===== config.mk =====
export PLATFORM = sky130hd
export DESIGN_NAME = fifo_sync_param
export DESIGN_NICKNAME = d
export VERILOG_FILES = /design/src/rtl/fifo_sync_param.sv
export SDC_FILE = /design/constraint.sdc
export NUM_CORES = 1
export LEC_CHECK = 0
export ABC_AREA = 1
export CAP_MARGIN = 20
export CORE_AREA = 8 8 98 100
export CTS_CLUSTER_SIZE = 20
export DETAILED_ROUTE_END_ITERATION = 8
export DIE_AREA = 0 0 106 108
export SLEW_MARGIN = 20
export SYNTH_ARGS = -nofsm -noshare
export SYNTH_HDL_FRONTEND = slang
export SYNTH_SLANG_ARGS = --single-unit

===== constraint.sdc =====
create_clock -name clk -period 2.4 [get_ports clk]
set_clock_uncertainty 0.05 [all_clocks]
set_input_delay 0.36 -clock clk [delete_from_list [all_inputs] [get_ports clk]]
set_output_delay 0.36 -clock clk [all_outputs]
set_load 0.05 [all_outputs]

===== src/rtl/fifo_sync_param.sv =====
// ---------------------------------------------------------------------------
// fifo_sync_param
//
// Parametrised single-clock synchronous FIFO with an occupancy count,
// programmable almost-full / almost-empty thresholds, a synchronous flush and
// single-cycle overflow / underflow error pulses.
//
// Parameters
//   DATA_WIDTH : word width in bits (>= 1)
//   DEPTH      : number of entries, power of two, >= 2
//   AFULL_TH   : almost_full asserts when count >= AFULL_TH
//   AEMPTY_TH  : almost_empty asserts when count <= AEMPTY_TH
//
// Ports
//   clk          in   clock, rising edge
//   rst_n        in   asynchronous active-low reset
//   flush        in   synchronous clear of pointers, count and data_out
//   data_in      in   write data
//   wr_en        in   write request
//   rd_en        in   read request
//   data_out     out  registered read data (holds when no read is accepted)
//   empty        out  count == 0
//   full         out  count == DEPTH
//   almost_empty out  count <= AEMPTY_TH
//   almost_full  out  count >= AFULL_TH
//   count        out  current occupancy
//   overflow     out  one-cycle pulse after a rejected write
//   underflow    out  one-cycle pulse after a rejected read
// ---------------------------------------------------------------------------
module fifo_sync_param #(
    parameter int DATA_WIDTH = 8,
    parameter int DEPTH      = 8,
    parameter int AFULL_TH   = DEPTH - 2,
    parameter int AEMPTY_TH  = 2
) (
    input  logic                          clk,
    input  logic                          rst_n,
    input  logic                          flush,
    input  logic [DATA_WIDTH-1:0]         data_in,
    input  logic                          wr_en,
    input  logic                          rd_en,
    output logic [DATA_WIDTH-1:0]         data_out,
    output logic                          empty,
    output logic                          full,
    output logic                          almost_empty,
    output logic                          almost_full,
    output logic [$clog2(DEPTH+1)-1:0]    count,
    output logic                          overflow,
    output logic                          underflow
);

    localparam int PTR_W = $clog2(DEPTH);
    localparam int CNT_W = $clog2(DEPTH + 1);

    logic [DATA_WIDTH-1:0] mem [DEPTH];

    logic [PTR_W-1:0]      wrPtr_q, wrPtr_d;
    logic [PTR_W-1:0]      rdPtr_q, rdPtr_d;
    logic [CNT_W-1:0]      count_q, count_d;
    logic [DATA_WIDTH-1:0] dataOut_q, dataOut_d;
    logic                  overflow_q, overflow_d;
    logic                  underflow_q, underflow_d;

    logic                  rdOk;
    logic                  wrOk;

    // Status flags decode straight from the count register so they only
    // change right after a clock edge.
    assign empty        = (count_q == '0);
    assign full         = (count_q == CNT_W'(DEPTH));
    assign almost_empty = (count_q <= CNT_W'(AEMPTY_TH));
    assign almost_full  = (count_q >= CNT_W'(AFULL_TH));

    // A read at full frees the slot the write needs, so both go through.
    // At empty the read is rejected even if a write arrives: no bypass.
    assign rdOk = rd_en && !empty;
    assign wrOk = wr_en && (!full || rd_en);

    // Next-state logic. Flush wins over everything and suppresses the error
    // pulses; the array itself is left untouched since the pointers reset.
    always_comb begin
        wrPtr_d     = wrPtr_q;
        rdPtr_d     = rdPtr_q;
        count_d     = count_q;
        dataOut_d   = dataOut_q;
        overflow_d  = 1'b0;
        underflow_d = 1'b0;
        if (flush) begin
            wrPtr_d   = '0;
            rdPtr_d   = '0;
            count_d   = '0;
            dataOut_d = '0;
        end else begin
            if (wrOk) begin
                wrPtr_d = wrPtr_q + PTR_W'(1);
            end
            if (rdOk) begin
                rdPtr_d   = rdPtr_q + PTR_W'(1);
                dataOut_d = mem[rdPtr_q];
            end
            if (wrOk && !rdOk) begin
                count_d = count_q + CNT_W'(1);
            end else if (rdOk && !wrOk) begin
                count_d = count_q - CNT_W'(1);
            end
            overflow_d  = wr_en && !wrOk;
            underflow_d = rd_en && !rdOk;
        end
    end

    // Control and output registers, cleared asynchronously by reset.
    always_ff @(posedge clk or negedge rst_n) begin
        if (!rst_n) begin
            wrPtr_q     <= '0;
            rdPtr_q     <= '0;
            count_q     <= '0;
            dataOut_q   <= '0;
            overflow_q  <= 1'b0;
            underflow_q <= 1'b0;
        end else begin
            wrPtr_q     <= wrPtr_d;
            rdPtr_q     <= rdPtr_d;
            count_q     <= count_d;
            dataOut_q   <= dataOut_d;
            overflow_q  <= overflow_d;
            underflow_q <= underflow_d;
        end
    end

    // Storage array has no reset; stale contents are unreachable once the
    // pointers are cleared.
    always_ff @(posedge clk) begin
        if (wrOk && !flush) begin
            mem[wrPtr_q] <= data_in;
        end
    end

    assign data_out  = dataOut_q;
    assign count     = count_q;
    assign overflow  = overflow_q;
    assign underflow = underflow_q;

endmodule

==> results.md <==
- combinational family with the most area after synthesis: simple AND/OR/NAND/NOR gates
- Synth Net Count: 327
- CTS Buffer Depth: 2
- share of the clock period used by the worst path after layout: 88.58%
- Min-Delay Path Class: in2async
- cell type with the highest aggregate area in the netlist: sky130_fd_sc_hd__edfxtp_1
- total core area: 8051 µm²
- GR Util All Layers: 13.64%
- first-pass iteration count of the detailed router: 5
- root buffer selected by CTS: sky130_fd_sc_hd__clkbuf_8
- Synth Area in Compound Gates: 9.972%
- ys async rst share: 23.81%
- upper clock frequency limit: 470.4 MHz
- largest net degree at the start of global routing: 35
- LEAKAGE: 1.650 nW
- top_reg_cell synth: sky130_fd_sc_hd__edfxtp_1
- area share of the largest cell type after synthesis: 53.93%
- family with the most delay on the worst path: buffers and inverters
- Arr. time, crit path: 1.72 ns
- Post-Route Setup TNS: 0 ns
- overflow left after global routing: 0
- placed cell areas: 4069 µm²
- overall die width: 106 µm
- number of max-capacitance violations reported: 0
- mapped cell area: 3563 µm²
- worst hold margin: 0.2996 ns
- CTS sink cnt: 84
- TritonCTS clock tree: built
- Pwr per Cell Area: 989.2 nW/µm²
- growth of design area from synthesis to finish: 19.94%
- Simple-Gate Fraction of Synth Area: 16.47%
- Die Ht: 108 µm
- critical path class: reg2out
- vias in the first global route: 2,341
- number of pins with negative max-slew slack in the final report: 0
- Final Hold Vio Count: 0
- CP Data Required Time: 1.99 ns
- setup violation total in the final timing report: 0
- non-filler instance count after layout: 466
- drc violations: 0
- number of antenna violations at the first check in global routing: 0
- initial standard-cell utilization of the core: 44.26%
- Iteration-0 DRC Markers: 135
- most used standard cell by instance count after synthesis: sky130_fd_sc_hd__edfxtp_1
- first-pass GRT wire length: 11,970 µm
- maximum single-stage delay on the critical path: 0.87 ns
- setup repair after global routing missed its margin: false
- proportion of synthesized area in mux cells: 0%
- setup repair bufs after CTS: 0
- sequential cell area: 2422 µm²
- Setup crit end kind: output pin
- vias post-DR: 2,349
- area of the die: 11,450 µm²
- area of combinational cells with multiple inputs: 1027 µm²
- Fillers: 738
- ratio of cells with drive above 1 in the final layout: 15.24%
- Clock Pin Slew Worst Setup and Hold Paths: 0.08 ns
- CP Buf/Inv Count: 1
- worst-path maximum fanout: 7
- top post-synthesis cells by count: sky130_fd_sc_hd__edfxtp_1 (64), sky130_fd_sc_hd__nor2_1 (57), sky130_fd_sc_hd__nand2_1 (43)
- max_slew headroom: 62.34%
- total wirelength of the detailed-routed design: 7377 µm
- instance count after placement with tap cells included: 450
- routability-driven placement congestion ratio: 0.7954
- utilization after layout: 53.08%
- share of the yosys chip area belonging to registers: 67.98%
- wire per inst: 15.83 µm
- post-detailed-route count of antenna-violating nets: 0
- Synth Area per Inst: 11.53 µm²
- Antenna Cells: 0
- number of synthesis warnings: 0
- input/output buffers: 30
- floorplan row count: 33
- post-synthesis xor/xnor area fraction: 0.2458%
- total of flip-flops plus latches after synthesis: 84
- arithmetic-cell share of the synthesized area counting full adders, half adders and majority gates: 1.966%
- number of enable flip-flop cells after synthesis: 64
- post-route design area: 4274 µm²
- top post-synthesis cells by area: sky130_fd_sc_hd__edfxtp_1 (54%), sky130_fd_sc_hd__dfrtp_1 (14%), sky130_fd_sc_hd__nor2_1 (6.0%), sky130_fd_sc_hd__nand2_1 (4.5%), sky130_fd_sc_hd__o21ai_0 (4.5%)
- cts bufs inserted: 9
- highest-delay cell along the critical path: sky130_fd_sc_hd__clkdlybuf4s50_1
- Max IR drop VDD: 0.0004317 V
- Post-Synthesis Cells: 309
- number of H-tree levels: 3
- num ports: 31
- worst path cell trace: clkdlybuf4s50_1
- Via density: 5.041
- startpoint kind of the worst setup timing path: register
- number of distinct library cells after synthesis: 29
- pre-CTS setup slack: 0.04943 ns
- result of the run: complete, no violations
- post-detail-place hpwl: 4882 µm
- clock latency of the later-clocked register in the worst-skew pair: 0.35 ns
- pin slew with the least headroom to its limit: 0.5641 ns
- PnR Total Power: 4.228 mW
- final setup slack of the worst path: 0.2742 ns
- NumNets Final: 374
- final critical delay including setup and external delays: 2.126 ns
-- cell usage in the layout, fill, tap and decap left out, types with 3 or more instances in the layout --
cell type                         count
sky130_fd_sc_hd__o211ai_1            16
sky130_fd_sc_hd__nand2_4              3
sky130_fd_sc_hd__ha_1                 4
sky130_fd_sc_hd__nand2_2              6
sky130_fd_sc_hd__clkdlybuf4s50_1     26
sky130_fd_sc_hd__inv_2                5
sky130_fd_sc_hd__edfxtp_1            64
sky130_fd_sc_hd__nor2_2               3
sky130_fd_sc_hd__o21ai_1              6
sky130_fd_sc_hd__dfrtp_1             20
sky130_fd_sc_hd__nand3_1             12
sky130_fd_sc_hd__a21oi_1              4
sky130_fd_sc_hd__clkbuf_8             9
sky130_fd_sc_hd__nand2_1             43
sky130_fd_sc_hd__inv_1               11
sky130_fd_sc_hd__o21ai_0             32
sky130_fd_sc_hd__buf_4               16
sky130_fd_sc_hd__nor2_1              57
sky130_fd_sc_hd__dlymetal6s2s_1       3
-- timing repair --
action / in CTS / in global routing
hold buffers: 0 / 0
resized for setup: 1 / 3
endpoints found under the setup margin: 1 / 3
-- path summary, 6_finish.rpt --
kind | startpoint | cells after the start | slack (ns) | end
max | count[0]$_DFFE_PN0P_ | 1 | 0.27 | count[0]
min | rst_n | 2 | 0.30 | count[0]$_DFFE_PN0P_
max reg2reg | count[0]$_DFFE_PN0P_ | 13 | 0.32 | count[3]$_DFFE_PN0P_
min reg2reg | data_out[0]$_DFFE_PN0P_ | 2 | 0.43 | data_out[0]$_DFFE_PN0P_
max in group asynchronous | rst_n | 2 | 1.79 | data_out[7]$_DFFE_PN0P_
min in group clk | data_out[0]$_DFFE_PN0P_ | 2 | 0.43 | data_out[0]$_DFFE_PN0P_
-- state kept, by name, indices dropped and copies added, names as in the netlist --
signal	flops
rdPtr_q	3
count	4
overflow	1
mem	64
wrPtr_q	3
underflow	1
data_out	8
-- power by group --
part | internal (mW) | switching [mW] | leakage, nW
Clock | 0.490 | 0.507 | 0.0935
Sequential | 1.67 | 0.107 | 0.846
Combinational | 0.460 | 0.992 | 0.710
-- routing by layer --
metal	vias to the layer above	global-route usage, %	wire [µm]
li1	1164	-	-
met1	1100	17.19	3175
met2	79	21.54	3594
met3	6	3.510	557
met4	0	6.734	50
met5	-	0	0
-- worst reg2reg max path, stage by stage (launching register included) --
cell and delay, ns:
sky130_fd_sc_hd__dfrtp_1 0.48, sky130_fd_sc_hd__nor2_2 0.17, sky130_fd_sc_hd__nand2_2 0.10, sky130_fd_sc_hd__nand2_4 0.12
sky130_fd_sc_hd__nand3_4 0.10, sky130_fd_sc_hd__ha_1 0.33, sky130_fd_sc_hd__a21oi_1 0.22, sky130_fd_sc_hd__nand2_1 0.07
sky130_fd_sc_hd__nand2_1 0.08, sky130_fd_sc_hd__nand2_1 0.06, sky130_fd_sc_hd__nand2_1 0.06, sky130_fd_sc_hd__nand2_1 0.05
sky130_fd_sc_hd__nand2_1 0.05, sky130_fd_sc_hd__nand2_1 0.04
-- layout make-up --
| class | instances | area share, % |
|---|---|---|
| Clock buffer | 10 | 2.986 |
| Clock inverter | 6 | 1.669 |
| Inverter | 18 | 1.581 |
| Multi-Input combinational cell | 197 | 24.03 |
| Sequential cell | 84 | 56.67 |
| Tap cell | 105 | 3.074 |
| Timing Repair Buffer | 46 | 9.982 |
-- cells by family after synthesis --
group                    Yosys count
AO/OA/AOI/OAI                     61
XOR/XNOR                           1
adder cells (fa/ha/maj)            5
buffers and inverters             28
flip-flops                        84
AND/OR/NAND/NOR                  130
(Power assumes the default switching activity.)
